==> src/rtl/fan_pkg.sv <==
// Shared definitions for the fan controller: timer FSM states, preset-select
// encodings and the default tick rate / preset lengths.
package fan_pkg;

  typedef logic [1:0] state_t;
  localparam state_t IDLE   = 2'd0;
  localparam state_t RUN    = 2'd1;
  localparam state_t EXPIRE = 2'd2;

  typedef logic [1:0] sel_t;
  localparam sel_t SEL_OFF = 2'd0;
  localparam sel_t SEL_1   = 2'd1;
  localparam sel_t SEL_2   = 2'd2;
  localparam sel_t SEL_3   = 2'd3;

  localparam int unsigned DEF_TICKS_PER_SEC = 50;
  localparam int unsigned DEF_SEC_W         = 8;
  localparam int unsigned DEF_PRESET1       = 30;
  localparam int unsigned DEF_PRESET2       = 60;
  localparam int unsigned DEF_PRESET3       = 120;

  // Seconds loaded for a given selection; SEL_OFF maps to 0.
  function automatic int unsigned preset_secs(input sel_t        sel,
                                              input int unsigned p1,
                                              input int unsigned p2,
                                              input int unsigned p3);
    int unsigned secs;
    case (sel)
      SEL_1:   secs = p1;
      SEL_2:   secs = p2;
      SEL_3:   secs = p3;
      default: secs = 0;
    endcase
    return secs;
  endfunction

endpackage

==> src/rtl/fan_off_timer_if.sv <==
// Signal bundle between the fan controller and its auto-off timer stage.
interface fan_off_timer_if
  import fan_pkg::*;
#(
  parameter int unsigned SEC_W = fan_pkg::DEF_SEC_W
);
  logic             tick_in;
  logic             fan_on;
  logic             timer_btn;
  logic [SEC_W-1:0] remain_sec;
  logic             timer_active;
  sel_t             preset_sel;
  logic             expire;

  modport master (
    output tick_in, fan_on, timer_btn,
    input  remain_sec, timer_active, preset_sel, expire
  );

  modport slave (
    input  tick_in, fan_on, timer_btn,
    output remain_sec, timer_active, preset_sel, expire
  );
endinterface

==> src/rtl/rise_detect.sv <==
// One-bit synchronous rising-edge detector; the history flop resets to RST_VAL
// so a level already high at reset release is not reported as an edge.
module rise_detect #(
  parameter logic RST_VAL = 1'b1
) (
  input  logic clk_in,
  input  logic rst,
  input  logic d_i,
  output logic pulse_o
);
  logic hist_q, hist_d;

  always_comb hist_d = d_i;

  always_ff @(posedge clk_in) begin
    if (rst) hist_q <= RST_VAL;
    else     hist_q <= hist_d;
  end

  assign pulse_o = d_i & ~hist_q;
endmodule

==> src/rtl/fan_off_timer.sv <==
// Auto-off countdown: a button cycles presets, tick edges form one-second
// steps, and a one-cycle expire pulse marks the end of the countdown.
module fan_off_timer
  import fan_pkg::*;
#(
  parameter int unsigned TICKS_PER_SEC = fan_pkg::DEF_TICKS_PER_SEC,
  parameter int unsigned SEC_W         = fan_pkg::DEF_SEC_W,
  parameter int unsigned PRESET1       = fan_pkg::DEF_PRESET1,
  parameter int unsigned PRESET2       = fan_pkg::DEF_PRESET2,
  parameter int unsigned PRESET3       = fan_pkg::DEF_PRESET3
) (
  input logic           clk_in,
  input logic           rst,
  fan_off_timer_if.slave bus
);
  localparam int unsigned SUB_W = (TICKS_PER_SEC > 1) ? $clog2(TICKS_PER_SEC) : 1;
  localparam logic [SUB_W-1:0] SUB_MAX = SUB_W'(TICKS_PER_SEC - 1);

  logic tick_p, btn_p;

  rise_detect #(.RST_VAL(1'b1)) u_tick_edge (
    .clk_in  (clk_in),
    .rst     (rst),
    .d_i     (bus.tick_in),
    .pulse_o (tick_p)
  );

  rise_detect #(.RST_VAL(1'b1)) u_btn_edge (
    .clk_in  (clk_in),
    .rst     (rst),
    .d_i     (bus.timer_btn),
    .pulse_o (btn_p)
  );

  state_t           state_q, state_d;
  sel_t             sel_q, sel_d;
  logic [SEC_W-1:0] remain_q, remain_d;
  logic [SUB_W-1:0] sub_q, sub_d;
  logic             expire_q, expire_d;
  sel_t             sel_next;

  always_comb begin
    state_d  = state_q;
    sel_d    = sel_q;
    remain_d = remain_q;
    sub_d    = sub_q;
    // A press during the expire cycle counts from "off", not from the old preset.
    sel_next = ((state_q == EXPIRE) ? SEL_OFF : sel_q) + 2'd1;

    if (!bus.fan_on) begin
      state_d  = IDLE;
      sel_d    = SEL_OFF;
      remain_d = '0;
      sub_d    = '0;
    end else if (btn_p) begin
      sel_d = sel_next;
      sub_d = '0;
      if (sel_next == SEL_OFF) begin
        state_d  = IDLE;
        remain_d = '0;
      end else begin
        state_d  = RUN;
        remain_d = SEC_W'(preset_secs(sel_next, PRESET1, PRESET2, PRESET3));
      end
    end else begin
      case (state_q)
        RUN: begin
          if (tick_p) begin
            if (sub_q < SUB_MAX) begin
              sub_d = sub_q + SUB_W'(1);
            end else begin
              sub_d = '0;
              if (remain_q != '0) remain_d = remain_q - SEC_W'(1);
              if (remain_q <= SEC_W'(1)) state_d = EXPIRE;
            end
          end
        end
        EXPIRE: begin
          state_d  = IDLE;
          sel_d    = SEL_OFF;
          remain_d = '0;
          sub_d    = '0;
        end
        default: begin
          state_d  = IDLE;
          remain_d = '0;
          sub_d    = '0;
        end
      endcase
    end

    expire_d = (state_d == EXPIRE);
  end

  always_ff @(posedge clk_in) begin
    if (rst) begin
      state_q  <= IDLE;
      sel_q    <= SEL_OFF;
      remain_q <= '0;
      sub_q    <= '0;
      expire_q <= 1'b0;
    end else begin
      state_q  <= state_d;
      sel_q    <= sel_d;
      remain_q <= remain_d;
      sub_q    <= sub_d;
      expire_q <= expire_d;
    end
  end

  assign bus.remain_sec   = remain_q;
  assign bus.preset_sel   = sel_q;
  assign bus.expire       = expire_q;
  assign bus.timer_active = (state_q == RUN);
endmodule

==> src/flat_wrapper.sv <==
// flat-port wrapper written by rule: the top's interface ports become plain ports
module fan_off_timer_flat import fan_pkg::*;
#(
  parameter int unsigned TICKS_PER_SEC = fan_pkg::DEF_TICKS_PER_SEC,
  parameter int unsigned SEC_W         = fan_pkg::DEF_SEC_W,
  parameter int unsigned PRESET1       = fan_pkg::DEF_PRESET1,
  parameter int unsigned PRESET2       = fan_pkg::DEF_PRESET2,
  parameter int unsigned PRESET3       = fan_pkg::DEF_PRESET3
)
  (clk_in, rst, bus_tick_in, bus_fan_on, bus_timer_btn, bus_remain_sec, bus_timer_active, bus_preset_sel, bus_expire);
  fan_off_timer_if #(.SEC_W(SEC_W)) bus_i ();
  input logic clk_in;
  input logic rst;
  input wire logic [$bits(bus_i.tick_in)-1:0] bus_tick_in;
  input wire logic [$bits(bus_i.fan_on)-1:0] bus_fan_on;
  input wire logic [$bits(bus_i.timer_btn)-1:0] bus_timer_btn;
  output wire logic [$bits(bus_i.remain_sec)-1:0] bus_remain_sec;
  output wire logic [$bits(bus_i.timer_active)-1:0] bus_timer_active;
  output wire logic [$bits(bus_i.preset_sel)-1:0] bus_preset_sel;
  output wire logic [$bits(bus_i.expire)-1:0] bus_expire;
  assign bus_i.tick_in = bus_tick_in;
  assign bus_i.fan_on = bus_fan_on;
  assign bus_i.timer_btn = bus_timer_btn;
  assign bus_remain_sec = bus_i.remain_sec;
  assign bus_timer_active = bus_i.timer_active;
  assign bus_preset_sel = bus_i.preset_sel;
  assign bus_expire = bus_i.expire;
  fan_off_timer #(.TICKS_PER_SEC(TICKS_PER_SEC), .SEC_W(SEC_W), .PRESET1(PRESET1), .PRESET2(PRESET2), .PRESET3(PRESET3)) u_core (.clk_in(clk_in), .rst(rst), .bus(bus_i));
endmodule
==> config.mk <==
export PLATFORM = sky130hd
export DESIGN_NAME = fan_off_timer_flat
export DESIGN_NICKNAME = d
export VERILOG_FILES = /design/src/rtl/fan_pkg.sv /design/src/rtl/fan_off_timer_if.sv /design/src/rtl/rise_detect.sv /design/src/rtl/fan_off_timer.sv /design/src/flat_wrapper.sv
export SDC_FILE = /design/constraint.sdc
export NUM_CORES = 1
export LEC_CHECK = 0
export ABC_AREA = 1
export BUFFER_PORTS_ARGS = -buffer_cell sky130_fd_sc_hd__buf_2
export CAP_MARGIN = 20
export CORE_MARGIN = 2
export CORE_UTILIZATION = 40
export DETAILED_ROUTE_END_ITERATION = 8
export PLACE_DENSITY_LB_ADDON = 0.1
export SLEW_MARGIN = 20
export SYNTH_ARGS = -nofsm -noshare
export SYNTH_HDL_FRONTEND = slang
export SYNTH_HIERARCHICAL = 1
export SYNTH_SLANG_ARGS = --single-unit
==> constraint.sdc <==
create_clock -name clk_in -period 3.1 [get_ports clk_in]
set_clock_uncertainty 0.2 [all_clocks]
set_input_delay 0.465 -clock clk_in [delete_from_list [all_inputs] [get_ports clk_in]]
set_output_delay 0.465 -clock clk_in [all_outputs]
set_load 0.02 [all_outputs]
---- Yosys cells after proc, flatten, opt, wreduce, memory -nomap -nowiden ----
Index checks and enable logic that the tools add are counted.
word-level totals
  output and inout port bits .............. 12
  flip-flop bits (word level) ............. 21
  input port bits ......................... 5
  word-level logic and storage cells ...... 49
operators by class
  order comparisons ....................... 2
  reduce and logical (&&, ||, !) cells .... 5
  mux-type cells .......................... 17
  equality and inequality tests ........... 9
  $add $sub $neg .......................... 3
  bitwise logic cells ..................... 6
operators with widths
  cell                 number
  $mux 8               6
  $pmux 7 s3           1
  $mux 2               8
  $eq 2x2->1 const B   4
  $le 8x1->1 const B   1
  $reduce_bool 8->1    1
  $sub 8x1->8 const B  1
  $add 6x1->6 const B  1
  $lt 6x6->1 const B   1
  $mux 6               1
  $ne 3x1->1 const B   2
  $eq 2x1->1 const B   2
  $not 1->1            4
  $reduce_or 4->1      1
  $ne 3x2->1 const B   1
  $reduce_and 3->1     1
  $add 2x1->2 const B  1
  $and 1x1->1          2
  $logic_not 2->1      1
  $reduce_or 2->1      1
  $mux 1               1

---- Logic depth before layout (Yosys ltp) ----
  depth in word-level cells ............... 8
  gate-level depth with buffers ........... 11
  mapped depth without buffers ............ 11

---- Modules after synthesis ----
Netlist, hierarchy kept.
modules (own cells, without submodules)
  module         cells each  sequential area each (µm²)  instances  area each (µm²)
  fan_off_timer  151         380.4                       1          1096.1
  rise_detect    5           20.0                        2          37.5

---- Least setup slack after synthesis ----
No wires, ideal clock.
  kind .................................... flip-flop to flip-flop
  start ................................... register u_core.remain_q[0], in the netlist u_core/bus.remain_sec[0]
  end ..................................... register u_core.remain_q[6], in the netlist u_core/bus.remain_sec[6]
  buffers on the path ..................... 1
  slack ................................... 1.361 ns
  clock period less this slack ............ 1.739 ns
  required time ........................... 2.783 ns
  stages on the path, launching flop included .. 12
  arrival time ............................ 1.422 ns
  setup time .............................. 0.117 ns
  path through ............................ dfxtp_1 inv_1 ha_1 inv_1 nor2_2 nand2_1 nand2_1 nand2_2 buf_6 nand2_1 nor2_1 nor2_1
between the ends
  cells in the longest elaborated chain, start to end .. 6
ends and longest elaborated chain
  element                 line                  source
  start, declared         fan_off_timer.sv:37   logic [SEC_W-1:0] remain_q, remain_d;
  start signal, assigned  fan_off_timer.sv:105  remain_q <= remain_d;
  $sub 8x1->8             fan_off_timer.sv:73   if (remain_q != '0) remain_d = remain_q - SEC_W'(1);
  $mux 8                  fan_off_timer.sv:73
  $mux 8                  fan_off_timer.sv:69   if (sub_q < SUB_MAX) begin
  $mux 8                  fan_off_timer.sv:68   if (tick_p) begin
  $mux 8                  fan_off_timer.sv:66   case (state_q)
  $mux 8                  fan_off_timer.sv:55   end else if (btn_p) begin
Parallel ways exist; a longest one is shown, timed or not. The select of a mux whose other input is x is not followed.
A chain may end at the register's enable or synchronous reset.

---- Worst setup path in the final report ----
  start ................................... register u_core.remain_q[0], in the netlist u_core/bus.remain_sec[0]
  end ..................................... register u_core.remain_q[1], in the netlist u_core/bus.remain_sec[1]
Same word-level chain as after synthesis.

==> flow_metrics.tcl <==
set metrics [dict create \
    post_route_cells_drive_above_1_share 0.212 \
    timing.final.hold_violations 0 \
    setup.worst_path.class "reg -> reg" \
    min-delay-path-class "in -> reg" \
    detail_route.iter0.violations 24 \
    wire_length_of_the_first_global_routing_pass_mm 3.73 \
    finalSetupViolations 0 \
    cp-end-kind "register" \
    ys.flop_type "sky130_fd_sc_hd__dfxtp_1" \
    drv_cap 0 \
    p_leak_nw 0.630 \
    cells_on_worst_reg2reg_path 9 \
    drc 0 \
    min_from "bus_tick_in" \
    first_global_vias 864 \
    design.core.area_um2 2760 \
    layout_min_cycle_time_ns 1.84 \
    synth.lib_cells_used.distinct 24 \
    multi_input_comb_area_um2 634 \
    hpwl_mm 1.76 \
    via_count 1010 \
    worst_path_largest_cell_delay_ns 0.38 \
    h-tree-depth 1 \
    worst_case_vdd_ir_drop_uv 251 \
    mappedNetlistArea_um2 1170 \
    wl_per_cell_um 10.4 \
    worst-endpoint-required_ns 3.11 \
    row_count 19 \
    post_synthesis_to_final_layout_area_growth_pct 10.6 \
    worstMarginPinSlew_ns 0.265 \
    worstSetupStartpoint "u_core/bus.remain_sec[0]" \
    reg2reg_slack_ns 1.26 \
    layout.cells.most_common "sky130_fd_sc_hd__nand2_1" \
    critical-path-slowest-cell "sky130_fd_sc_hd__dfxtp_1" \
    clkTransAtPathRegs_ns 0.12 \
    final_cell_mix "sky130_fd_sc_hd__nand2_1, sky130_fd_sc_hd__nor2_1, sky130_fd_sc_hd__inv_1, sky130_fd_sc_hd__dfxtp_1, sky130_fd_sc_hd__buf_2" \
    grt_remaining_overflow 0 \
    outcome "completed" \
    critical_path.n_buffers_inverters 2 \
    synth_fp_nets 174 \
    n_antenna_cell 0 \
    r2r_end "u_core/bus.remain_sec[1]" \
    clock_insertion_delay_worst_skew_ns 0.30 \
    routed_wirelength_mm 2.18 \
    totalNegativeSetupSlack_ns 0 \
    cell_count_after_synthesis 161 \
    number_of_sinks_driven_by_the_clock_tree 21 \
    worstPathMaxFanout 11 \
    clock_tree_from_tritoncts "built" \
    cp_top_family "simple AND/OR/NAND/NOR gates" \
    postSynthRegisterBits 21 \
    antenna_left 0 \
    detail_route.vias_per_cell 4.81 \
    num-fill-cells 301 \
    critical_path.startpoint_type "register" \
    maxSlewHeadroom 0.823 \
    io_count 17 \
    cts-resized-gates 0 \
    power_per_cell_area_nw_per_um2 355 \
    synth_edf_count 0 \
    largest_buffer_count_on_any_clock_path 2 \
    die_area_um2 3380 \
    crit_path_cell_trace "inv_1 > ha_1 > inv_1 > nor2_2 > nand2_1 > nand2_1 > nand2_2 > o21ai_0 > nor2_1" \
    synth_seq_area_share 0.359 \
    fin_total_pwr_mw 0.460 \
    floorplan.die.height_um 58.1 \
    grt_setup_unrepaired "false" \
    cts.repair_timing.setup_buffer_count 0 \
    global_route.usage.total 0.143 \
    largest_net_degree_at_the_start_of_global_routing 13 \
    destination_of_the_critical_timing_path "u_core/bus.remain_sec[1]" \
    critical_path_arrival_ns 1.85 \
    crit_cells 9 \
    yosys_warnings 6 \
    ff_latch_area_um2 420 \
    cts_root_buf "sky130_fd_sc_hd__clkbuf_4" \
    detailedRoute.firstPassIterationCount 4 \
    initial_core_util 0.425 \
    portBuffers 16 \
    gp_routability_congestion 0.833 \
    syn_area_per_cell_um2 7.27 \
    cts_inserted_buffers 3 \
    hold_bufs_at_cts 0 \
    grt_antenna_before_repair 0 \
    num-nets-final 193 \
    finalCritPeriodShare 0.594 \
    rr_startpoint "u_core/bus.remain_sec[0]" \
    die_width_um 58.1 \
    fmax_mhz 543 \
    asyncSetResetFlopFracSynth 0 \
    finalMaxSlewViolations 0 \
]
[worst min-delay path by stage]
stage,endpoint,depth (start not counted)
6_report,u_core/u_tick_edge/hist_q,3
5_1_grt,u_core/u_btn_edge/hist_q,3
4_1_cts,u_core/u_tick_edge/hist_q,3
3_5_place_dp,u_core/bus.remain_sec[3],2
3_3_place_gp,u_core/bus.remain_sec[3],2
2_1_floorplan,u_core/sub_q[5],2
[registers in the layout, indices dropped and copies added, names as in the netlist]
name                       flops
u_core/u_tick_edge/hist_q      1
u_core/sub_q                   6
u_core/u_btn_edge/hist_q       1
u_core/bus.remain_sec          8
u_core/bus.expire              1
u_core/bus.preset_sel          2
u_core/state_q                 2
[tightest hold or removal path: stages]
cell and delay [ns]:
sky130_fd_sc_hd__buf_2 0.07, sky130_fd_sc_hd__inv_1 0.04, sky130_fd_sc_hd__nand2_1 0.04
[stage by stage]
step           std cells  hold WS [ns]   util  instance area [um^2]  setup WS [ns]
4_1_cts              210         0.142  0.470                  1290           1.25
3_3_place_gp         206         0.294  0.460                  1270           1.23
5_1_grt              210         0.144  0.470                  1290           1.04
2_1_floorplan        161         0.299      -                  1170           1.36
3_5_place_dp         206         0.306  0.460                  1270           1.18
6_report             210         0.142  0.470                  1290           1.26
[Yosys cell counts, types with 3 or more instances]
master                    number  area share
sky130_fd_sc_hd__a21oi_1       6       0.026
sky130_fd_sc_hd__dfxtp_1      21        0.36
sky130_fd_sc_hd__ha_1          8       0.085
sky130_fd_sc_hd__inv_1        21       0.067
sky130_fd_sc_hd__inv_2         4       0.013
sky130_fd_sc_hd__nand2_1      30       0.096
sky130_fd_sc_hd__nand3_1       8       0.034
sky130_fd_sc_hd__nor2_1       28       0.090
sky130_fd_sc_hd__nor2_2        3       0.016
sky130_fd_sc_hd__nor2_4        3       0.029
sky130_fd_sc_hd__o21ai_0       9       0.038
sky130_fd_sc_hd__xor2_1        4       0.030
[layout make-up]
cell class,instances,area share
clock buffers,3,0.0174
clock inverters,1,0.00386
inverters,25,0.0725
multi-input cells,113,0.490
flip-flops and latches,21,0.325
well taps,31,0.0300
repair buffers,16,0.0618
[metal layers]
layer,up-vias,track usage,part of all wire
met2,24,0.211,0.42
met3,4,0.0268,0.040
li1,532,-,-
met1,450,0.204,0.52
met5,-,0,0
met4,0,0.0598,0.015
[where the power goes]
group / total, mW / internal, mW / switching [mW]
Sequential: 0.276 / 0.274 / 0.00251
Clock: 0.136 / 0.0481 / 0.0877
Combinational: 0.0483 / 0.0169 / 0.0314
Total: 0.460 / 0.339 / 0.122
[cell families (layout without fill, tap and decap cells)]
family                   count (synthesis)  in the layout  synth area share
AND/OR/NAND/NOR                         81             81             0.326
buffers and inverters                   27             45            0.0994
flip-flops                              21             21             0.359
AO/OA/AOI/OAI                           17             17            0.0769
adder cells (fa/ha/maj)                  8              8            0.0855
XOR/XNOR                                 6              6            0.0449
multiplexers                             1              1           0.00855
Power figures use the tool's default switching activity.
